==> src/rtl/uart_loader_pkg.sv <==
// Shared types and constants for the UART program loader.
// State encoding, response bytes and word geometry helper.
package uart_loader_pkg;

  typedef enum logic [2:0] {
    IDLE,
    GET_CNT,
    GET_DATA,
    GET_SUM,
    RESPOND
  } state_t;

  localparam logic [7:0] ACK = 8'h06;
  localparam logic [7:0] NAK = 8'h15;

  function automatic int bytes_per_word(input int data_w);
    return data_w / 8;
  endfunction

endpackage

==> src/rtl/uart_loader_timer.sv <==
// Inactivity counter for the UART loader.
// Flags tc once TIMEOUT enabled cycles pass without a clear.
module uart_loader_timer #(
  parameter int TIMEOUT = 1_000_000
) (
  input  logic clk,
  input  logic reset_n,
  input  logic clr,
  input  logic en,
  output logic tc
);

  localparam int CW = $clog2(TIMEOUT + 1);

  logic [CW-1:0] cnt;

  assign tc = en && (cnt == CW'(TIMEOUT - 1));

  // count enabled cycles, saturating at the terminal value
  always_ff @(posedge clk) begin
    if (!reset_n || clr) begin
      cnt <= '0;
    end else if (en && !tc) begin
      cnt <= cnt + 1'b1;
    end
  end

endmodule

==> src/rtl/uart_word_loader.sv <==
// Framed UART program loader: SYNC, N, N words, checksum.
// Writes words to instruction memory and answers ACK/NAK.
module uart_word_loader
  import uart_loader_pkg::*;
#(
  parameter int         DATA_W    = 16,
  parameter int         ADDR_W    = 8,
  parameter int         TIMEOUT   = 1_000_000,
  parameter logic [7:0] SYNC_BYTE = 8'hA5
) (
  input  logic              clk,
  input  logic              reset_n,
  input  logic              rx_empty,
  input  logic [7:0]        r_data,
  output logic              rd_uart,
  input  logic              tx_full,
  output logic [7:0]        w_data,
  output logic              wr_uart,
  output logic              mem_we,
  output logic [ADDR_W-1:0] mem_addr,
  output logic [DATA_W-1:0] mem_wdata,
  output logic              busy,
  output logic              done,
  output logic              err
);

  localparam int BPW = bytes_per_word(DATA_W);
  localparam int BIW = (BPW > 1) ? $clog2(BPW) : 1;
  localparam logic [BIW-1:0] LAST_IDX = BIW'(BPW - 1);

  state_t state, state_n;

  logic              take;
  logic              tmr_clr;
  logic              tmr_en;
  logic              tmr_tc;

  logic [DATA_W+7:0] shifted;
  logic [DATA_W-1:0] word, word_n;
  logic [7:0]        sum, sum_n;
  logic [7:0]        sum_add;
  logic [7:0]        left, left_n;
  logic [7:0]        resp, resp_n;
  logic [BIW-1:0]    bidx, bidx_n;
  logic [ADDR_W-1:0] waddr, waddr_n;

  logic              rd_n;
  logic              we_n;
  logic [ADDR_W-1:0] maddr_n;
  logic [DATA_W-1:0] mwdata_n;
  logic              wr_n;
  logic [7:0]        wdat_n;
  logic              done_n;
  logic              err_n;

  assign tmr_en  = (state == GET_CNT) ||
                   (state == GET_DATA) ||
                   (state == GET_SUM);
  assign tmr_clr = take || (state_n != state);

  // little-endian assembly: new byte enters at the top
  assign shifted = {r_data, word} >> 8;
  assign sum_add = sum + r_data;

  uart_loader_timer #(
    .TIMEOUT(TIMEOUT)
  ) u_timer (
    .clk    (clk),
    .reset_n(reset_n),
    .clr    (tmr_clr),
    .en     (tmr_en),
    .tc     (tmr_tc)
  );

  // state register
  always_ff @(posedge clk) begin
    if (!reset_n) begin
      state <= IDLE;
    end else begin
      state <= state_n;
    end
  end

  // next-state, datapath and registered-output next values
  always_comb begin
    state_n  = state;
    word_n   = word;
    sum_n    = sum;
    left_n   = left;
    resp_n   = resp;
    bidx_n   = bidx;
    waddr_n  = waddr;
    we_n     = 1'b0;
    maddr_n  = mem_addr;
    mwdata_n = mem_wdata;
    wr_n     = 1'b0;
    wdat_n   = w_data;
    done_n   = 1'b0;
    err_n    = err;

    // a pop is in flight while rd_uart is high
    take = !rx_empty && !rd_uart && (state != RESPOND);
    rd_n = take;

    unique case (state)
      IDLE: begin
        if (take && (r_data == SYNC_BYTE)) begin
          state_n = GET_CNT;
          err_n   = 1'b0;
        end
      end
      GET_CNT: begin
        if (take) begin
          if (r_data == 8'd0) begin
            resp_n  = NAK;
            state_n = RESPOND;
          end else begin
            left_n  = r_data;
            waddr_n = '0;
            sum_n   = 8'd0;
            bidx_n  = '0;
            state_n = GET_DATA;
          end
        end else if (tmr_tc) begin
          resp_n  = NAK;
          state_n = RESPOND;
        end
      end
      GET_DATA: begin
        if (take) begin
          word_n = shifted[DATA_W-1:0];
          sum_n  = sum_add;
          if (bidx == LAST_IDX) begin
            bidx_n   = '0;
            we_n     = 1'b1;
            maddr_n  = waddr;
            mwdata_n = shifted[DATA_W-1:0];
            waddr_n  = waddr + 1'b1;
            left_n   = left - 8'd1;
            if (left == 8'd1) begin
              state_n = GET_SUM;
            end
          end else begin
            bidx_n = bidx + 1'b1;
          end
        end else if (tmr_tc) begin
          resp_n  = NAK;
          state_n = RESPOND;
        end
      end
      GET_SUM: begin
        if (take) begin
          resp_n  = (r_data == sum) ? ACK : NAK;
          state_n = RESPOND;
        end else if (tmr_tc) begin
          resp_n  = NAK;
          state_n = RESPOND;
        end
      end
      RESPOND: begin
        if (!tx_full) begin
          wr_n    = 1'b1;
          wdat_n  = resp;
          done_n  = (resp == ACK);
          err_n   = (resp == ACK) ? err : 1'b1;
          state_n = IDLE;
        end
      end
      default: begin
        state_n = IDLE;
      end
    endcase
  end

  // frame datapath registers
  always_ff @(posedge clk) begin
    if (!reset_n) begin
      word  <= '0;
      sum   <= 8'd0;
      left  <= 8'd0;
      resp  <= 8'd0;
      bidx  <= '0;
      waddr <= '0;
    end else begin
      word  <= word_n;
      sum   <= sum_n;
      left  <= left_n;
      resp  <= resp_n;
      bidx  <= bidx_n;
      waddr <= waddr_n;
    end
  end

  // registered outputs
  always_ff @(posedge clk) begin
    if (!reset_n) begin
      rd_uart   <= 1'b0;
      mem_we    <= 1'b0;
      mem_addr  <= '0;
      mem_wdata <= '0;
      wr_uart   <= 1'b0;
      w_data    <= 8'd0;
      done      <= 1'b0;
      err       <= 1'b0;
      busy      <= 1'b0;
    end else begin
      rd_uart   <= rd_n;
      mem_we    <= we_n;
      mem_addr  <= maddr_n;
      mem_wdata <= mwdata_n;
      wr_uart   <= wr_n;
      w_data    <= wdat_n;
      done      <= done_n;
      err       <= err_n;
      busy      <= (state_n != IDLE);
    end
  end

endmodule

==> config.mk <==
export PLATFORM = sky130hd
export DESIGN_NAME = uart_word_loader
export DESIGN_NICKNAME = d
export VERILOG_FILES = /design/src/rtl/uart_loader_pkg.sv /design/src/rtl/uart_loader_timer.sv /design/src/rtl/uart_word_loader.sv
export SDC_FILE = /design/constraint.sdc
export NUM_CORES = 1
export LEC_CHECK = 0
export CORE_ASPECT_RATIO = 0.6
export CORE_UTILIZATION = 43
export DETAILED_ROUTE_END_ITERATION = 8
export PLACE_DENSITY = 0.72
export SKIP_CTS_REPAIR_TIMING = 1
export SLEW_MARGIN = 20
export SYNTH_ARGS = -nofsm -noshare
export SYNTH_HDL_FRONTEND = slang
export SYNTH_HIERARCHICAL = 1
export SYNTH_SLANG_ARGS = --single-unit
==> constraint.sdc <==
create_clock -name clk -period 4.9 [get_ports clk]
set_input_delay 1.225 -clock clk [delete_from_list [all_inputs] [get_ports clk]]
set_output_delay 1.225 -clock clk [all_outputs]
set_load 0.02 [all_outputs]
==> results.py, run 1 <==
metrics = {
    "run_status": {
        "status": "finished, violations left",
        "violations": "design-rule violations",
    },
    "logic_synthesis": {
        "yosys.area.top_type": "dfxtp_1",
        "post-synth-top-count-cell": "nand2_1",
        "yosys-top-cells-area": "dfxtp_1 42%, nand2_1 9.5%, a21boi_0 7.3%",
        "syn-cell-area_um2": 4810,
        "yosysTopAreaCellShare_pct": 42.5,
        "ys_types": 61,
        "yosys_warnings": 6,
        "ys_ff_latch": 102,
        "ys.flop_type": "dfxtp_1",
        "synthArstFlopShare_pct": 0,
        "syn_nets": 598,
        "yosysSeqAreaShare_pct": 42.5,
        "synth_enable_flop_cells": 0,
        "netlist_instances": 574,
        "syn_avg_cell_area_um2": 8.38,
        "synth_common_cells": "122 x nand2_1, 102 x dfxtp_1, 47 x a21boi_0",
    },
    "layout": {
        "final_util_pct": 53.3,
        "syn_to_final_growth_pct": 18.7,
        "final_nets": 631,
        "drive_gt1_share_pct": 6.70,
        "num_antenna_cells": 0,
        "stdcell_count": 751,
    },
    "setup_path": {
        "r2r-end": "u_timer/cnt[16]",
        "crit_family": "simple AND/OR/NAND/NOR gates",
        "worstSetupPathType": "in -> reg",
        "cp_cell_sequence": "clkdlybuf4s50_1 -> nor4_2 -> a211oi_1 -> nor3_1 -> a21oi_1 -> o21ai_0 -> nand2b_1 -> buf_4 -> a21oi_1",
        "worst_ep_arrival_time_ns": 3.68,
        "cp_max_fo": 12,
        "cp_common_cell": "a21oi_1",
        "reg2reg_slack_ns": 1.70,
        "r2r-start": "state[1]",
        "worst_path_max_delay_cell": "clkdlybuf4s50_1",
        "end_kind": "flop",
        "crit_path_max_incr_delay_ns": 0.55,
        "worstPathRequired_ns": 5.13,
        "r2r_cells": 9,
        "cp-start-kind": "input port",
        "cp_num_buf_inv": 2,
        "cp-startpoint": "r_data[6]",
    },
    "place": {
        "gp_congestion": 0.906,
        "dp.final_hpwl_um": 7940,
        "dp.cells": 735,
        "io_buffer_count": 49,
    },
    "cts": {
        "root_buffer": "clkbuf_16",
        "cts_made_buffers": 9,
        "clk_latency_ns": 0.35,
        "cts.sinks": 102,
        "clk_transition_reported_paths_ns": 0.07,
        "cts_buffer_depth": 2,
        "h-tree-depth": 3,
        "tritoncts": "done",
    },
    "grt": {
        "antenna_found_initial": 0,
        "grt.total_usage_pct": 20.2,
        "grt_pass1_wl_um": 18900,
        "overflow": 0,
        "grt_pass1_vias": 3801,
        "grt_start_max_net_pins": 85,
    },
    "floorplanning": {
        "rows": 29,
        "dieWidth_um": 139,
        "dieHeight_um": 83.9,
        "coreArea_um2": 10700,
        "dieArea_um2": 11600,
        "ioPinCount": 50,
        "initial_core_util_pct": 44.9,
    },
    "sta": {
        "finalSetupTns_ns": 0,
        "timing.final.crit_period_ns": 3.45,
        "period_share_pct": 70.5,
        "rsz0062_at_grt": "no",
        "relSlewSlack_pct": 28.9,
        "fmax_mhz": 290,
        "drv_slew": 0,
        "finalClockSkew_ns": 0.00755,
        "hold_violations": 0,
        "worst_pin_slew_ns": 1.07,
        "setup_violations": 0,
    },
    "detailed_routing": {
        "drt_iter0_drc": 314,
        "ant_nets": 0,
        "first_pass_iters": 7,
        "wl_per_cell_um": 15.2,
        "vias": 4159,
        "drcViolationCount": 4,
        "vias_per_cell": 5.54,
        "routed_wirelength_um": 11400,
    },
    "flow_run": {
        "maxCapViolations": 0,
    },
    "worst_hold_path": {
        "holdCritStartpoint": "mem_wdata[3]",
        "hold_path_depth": 2,
        "hold_path_end": "mem_wdata[3]",
        "hp-class": "reg -> reg",
    },
    "power_and_ir_drop": {
        "p_per_area_nw_per_um2": 310,
        "p_leak_nw": 1.94,
        "max-vdd-ir-drop_mv": 0.172,
    },
}
through the flow:
stage | hold slack (ns) | power (mW) | instance area [µm²] | setup WS (ns)
final | 0.463 | 1.77 | 5710 | 1.45
after global routing | 0.478 | 1.82 | 5710 | 1.21
after CTS | 0.467 | 1.78 | 5710 | 1.45
after detailed placement | 0.457 | 0.909 | 5340 | 1.09
after global placement | 0.449 | 0.908 | 5340 | 1.16
after floorplan | 0.436 | 0.886 | 4810 | 1.72
final cells by class:
| cell class | instances | area [µm²] |
|---|---|---|
| flip-flops and latches | 102 | 2040 |
| inverters | 13 | 48.8 |
| repair buffers | 51 | 500 |
| clock inverters | 7 | 143 |
| well taps | 139 | 174 |
| multi-input cells | 430 | 2580 |
| clock buffers | 9 | 225 |
| fillers | 981 | 4990 |
cell families (layout without fill, tap and decap cells):
logic type	after synthesis	after routing	synth area share (%)
flip-flops	102	102	42.5
adder cells (fa/ha/maj)	12	12	3.28
buffers and inverters	42	80	3.95
multiplexers	1	1	0.208
AND/OR/NAND/NOR	265	265	26.6
AO/OA/AOI/OAI	131	131	19.7
XOR/XNOR	21	21	3.82
worst min-delay path, cell delays in order (launching register included):
cell and delay (ns):
dfxtp_1 0.31, nand2_1 0.04, a21boi_0 0.06
where the power goes:
| group | total (mW) | switching, mW | internal (mW) |
|---|---|---|---|
| Combinational | 0.0612 | 0.0374 | 0.0238 |
| Sequential | 0.829 | 0.000611 | 0.829 |
| Clock | 0.878 | 0.325 | 0.554 |
metal layers:
| layer | vias to the layer above | global-route usage, % | share of wire [%] |
|---|---|---|---|
| met4 | 0 | 4.90 | 0.78 |
| met3 | 11 | 5.57 | 6.9 |
| met5 | - | 0 | 0 |
| met2 | 120 | 29.1 | 41 |
| li1 | 2068 | - | - |
| met1 | 1960 | 29.5 | 51 |
how the worst max path moves through the flow:
stage	end	slack (ns)	cells past startpoint
2_1_floorplan	u_timer/cnt[0]	1.72	10
3_3_place_gp	u_timer/cnt[15]	1.16	9
3_5_place_dp	u_timer/cnt[13]	1.09	9
4_1_cts	u_timer/cnt[13]	1.45	9
5_1_grt	u_timer/cnt[16]	1.21	9
6_report	u_timer/cnt[16]	1.45	9
registers in the layout (all words and copies together), names as in the netlist:
register and flops:
left 8, resp 8, w_data 8, done 1, sum 8, wr_uart 1, word 8, rd_uart 1
mem_wdata 16, waddr 8, state 3, busy 1, mem_addr 8, mem_we 1, err 1, u_timer/cnt 20
bidx 1
cells in the final DEF (no fill, tap or decap), types with 6 or more instances in the layout:
| cell type | count |
|---|---|
| o211ai_1 | 6 |
| a21boi_0 | 47 |
| and3_1 | 13 |
| nor2b_1 | 6 |
| a211oi_1 | 6 |
| o21ai_0 | 13 |
| xor2_1 | 7 |
| nand4_1 | 9 |
| a21oi_2 | 7 |
| inv_1 | 13 |
| ha_1 | 11 |
| nand3_1 | 28 |
| a21oi_1 | 21 |
| or3_1 | 10 |
| xnor2_1 | 14 |
| dfxtp_1 | 102 |
| clkdlybuf4s50_1 | 48 |
| nor4_1 | 6 |
| and2_1 | 7 |
| nand2_1 | 122 |
| clkbuf_16 | 9 |
| nor2_1 | 34 |
No activity file was read; power rests on OpenSTA's default activity.
==> run 2: changes to the inputs <==
--- a/config.mk
+++ b/config.mk
@@ -8,7 +8,7 @@
 export CORE_ASPECT_RATIO = 0.6
 export CORE_UTILIZATION = 43
 export DETAILED_ROUTE_END_ITERATION = 8
-export PLACE_DENSITY = 0.72
+export PLACE_DENSITY = 0.75
 export SKIP_CTS_REPAIR_TIMING = 1
 export SLEW_MARGIN = 20
 export SYNTH_ARGS = -nofsm -noshare
==> constraint.sdc (replaced) <==
create_clock -name clk -period 3.13 [get_ports clk]
set_input_delay 0.7825 -clock clk [delete_from_list [all_inputs] [get_ports clk]]
set_output_delay 0.7825 -clock clk [all_outputs]
set_load 0.02 [all_outputs]
==> results.py, run 2 (synthesis results as in run 1) <==
metrics = {
    "setup_path": {
        "end_kind": "flop",
        "cp_max_fo": 6,
        "cp-start-kind": "input port",
        "worst_ep_arrival_time_ns": 2.99,
        "worstSetupPathType": "in -> reg",
        "worstPathRequired_ns": 3.39,
    },
    "power_and_ir_drop": {
        "max-vdd-ir-drop_mv": 0.300,
        "p_leak_nw": 1.97,
        "p_per_area_nw_per_um2": 439,
    },
    "place": {
        "dpl-instance-area_um2": 5450,
        "gp_congestion": 0.925,
        "dp.cells": 749,
        "dp.final_hpwl_um": 8340,
        "place_ws_ns": 0.0971,
        "io_buffer_count": 49,
    },
    "grt": {
        "overflow": 0,
        "use_met1_pct": 29.1,
        "antenna_found_initial": 0,
        "grt_pass1_vias": 3928,
        "grt_pass1_wl_um": 19200,
        "grt_util_met2_pct": 30.9,
        "use_met3_pct": 5.74,
        "grt_start_max_net_pins": 45,
        "busiest_layer": "met2",
        "grt.total_usage_pct": 20.8,
    },
    "flow_run": {
        "maxCapViolations": 0,
    },
    "layout": {
        "drive_gt1_share_pct": 8.63,
        "layout_commonest_cell": "nand2_1",
        "syn_to_final_growth_pct": 19.3,
        "final_util_pct": 53.6,
        "mostFrequentLayoutCells": "122 x nand2_1, 102 x dfxtp_1, 48 x clkdlybuf4s50_1",
        "top_register": "u_timer/cnt",
        "largestRegisters": "u_timer/cnt (20), mem_wdata (16)",
        "largest_reg_flops": 20,
        "fin_area_um2": 5740,
        "stdcell_count": 765,
        "final_nets": 645,
        "num_antenna_cells": 0,
    },
    "cts": {
        "cts_made_buffers": 9,
        "h-tree-depth": 3,
        "cts_buffer_depth": 2,
        "clk_transition_reported_paths_ns": 0.07,
        "clk_latency_ns": 0.35,
        "cts.sinks": 102,
        "root_buffer": "clkbuf_16",
        "tritoncts": "done",
    },
    "run_status": {
        "violations": "design-rule violations",
        "status": "finished, violations left",
    },
    "sta": {
        "timing.final.crit_period_ns": 2.73,
        "setup_violations": 0,
        "fmax_mhz": 366,
        "setup_slack_ns": 0.401,
        "period_share_pct": 87.2,
        "finalSetupTns_ns": 0,
        "relSlewSlack_pct": 55.7,
        "rsz0062_at_grt": "no",
        "worst_pin_slew_ns": 0.659,
        "hold_violations": 0,
        "drv_slew": 0,
        "finalClockSkew_ns": 0.0108,
    },
    "detailed_routing": {
        "first_pass_iters": 7,
        "vias_per_cell": 5.48,
        "wl_per_cell_um": 15.2,
        "vias": 4189,
        "drt_iter0_drc": 320,
        "routed_wirelength_um": 11600,
        "drcViolationCount": 4,
        "ant_nets": 0,
    },
    "floorplanning": {
        "initial_core_util_pct": 44.9,
        "coreArea_um2": 10700,
        "ioPinCount": 50,
        "rows": 29,
        "dieArea_um2": 11600,
        "dieWidth_um": 139,
        "dieHeight_um": 83.9,
    },
    "worst_hold_path": {
        "hp-class": "reg -> reg",
    },
}
==> run 2: routing by layer <==
| layer | up-vias | share of wire (%) |
|---|---|---|
| met5 | - | 0 |
| met4 | 0 | 1.2 |
| met3 | 13 | 6.9 |
| met2 | 123 | 42 |
| met1 | 1967 | 49 |
| li1 | 2086 | - |
==> run 2: worst paths after layout <==
path	endpoint	startpoint	cells past startpoint	slack, ns
max reg2reg	busy	state[1]	9	0.42
min	mem_wdata[11]	mem_wdata[11]	2	0.46
min reg2reg	mem_wdata[11]	mem_wdata[11]	2	0.46
max	sum[4]	r_data[0]	8	0.40
==> run 2: through the flow <==
step	power, mW	hold slack [ns]
floorplan	1.39	0.436
global placement	1.43	0.449
detailed placement	1.44	0.458
CTS	2.54	0.469
global route	2.61	0.481
finish	2.52	0.463
==> run 2: report_power, final <==
group | total (mW) | internal, mW | leakage (nW) | switching (mW)
Combinational | 0.108 | 0.0444 | 1.01 | 0.0634
Clock | 1.11 | 0.617 | 0.134 | 0.495
Sequential | 1.30 | 1.30 | 0.821 | 0.00132
Total | 2.52 | 1.96 | 1.97 | 0.560
==> run 2: cell type report <==
class,count,area (µm²)
fillers,990,4960
multi-input cells,430,2580
flip-flops and latches,102,2040
repair buffers,65,606
clock buffers,10,229
well taps,139,174
clock inverters,6,62.6
inverters,13,48.8
==> run 2: critical path: stages <==
cell             delay (ns)
clkdlybuf4s50_1        0.54
ha_1                   0.30
fa_1                   0.41
a21o_1                 0.17
a21oi_1                0.24
xnor2_1                0.15
nand3_1                0.11
a21boi_0               0.27
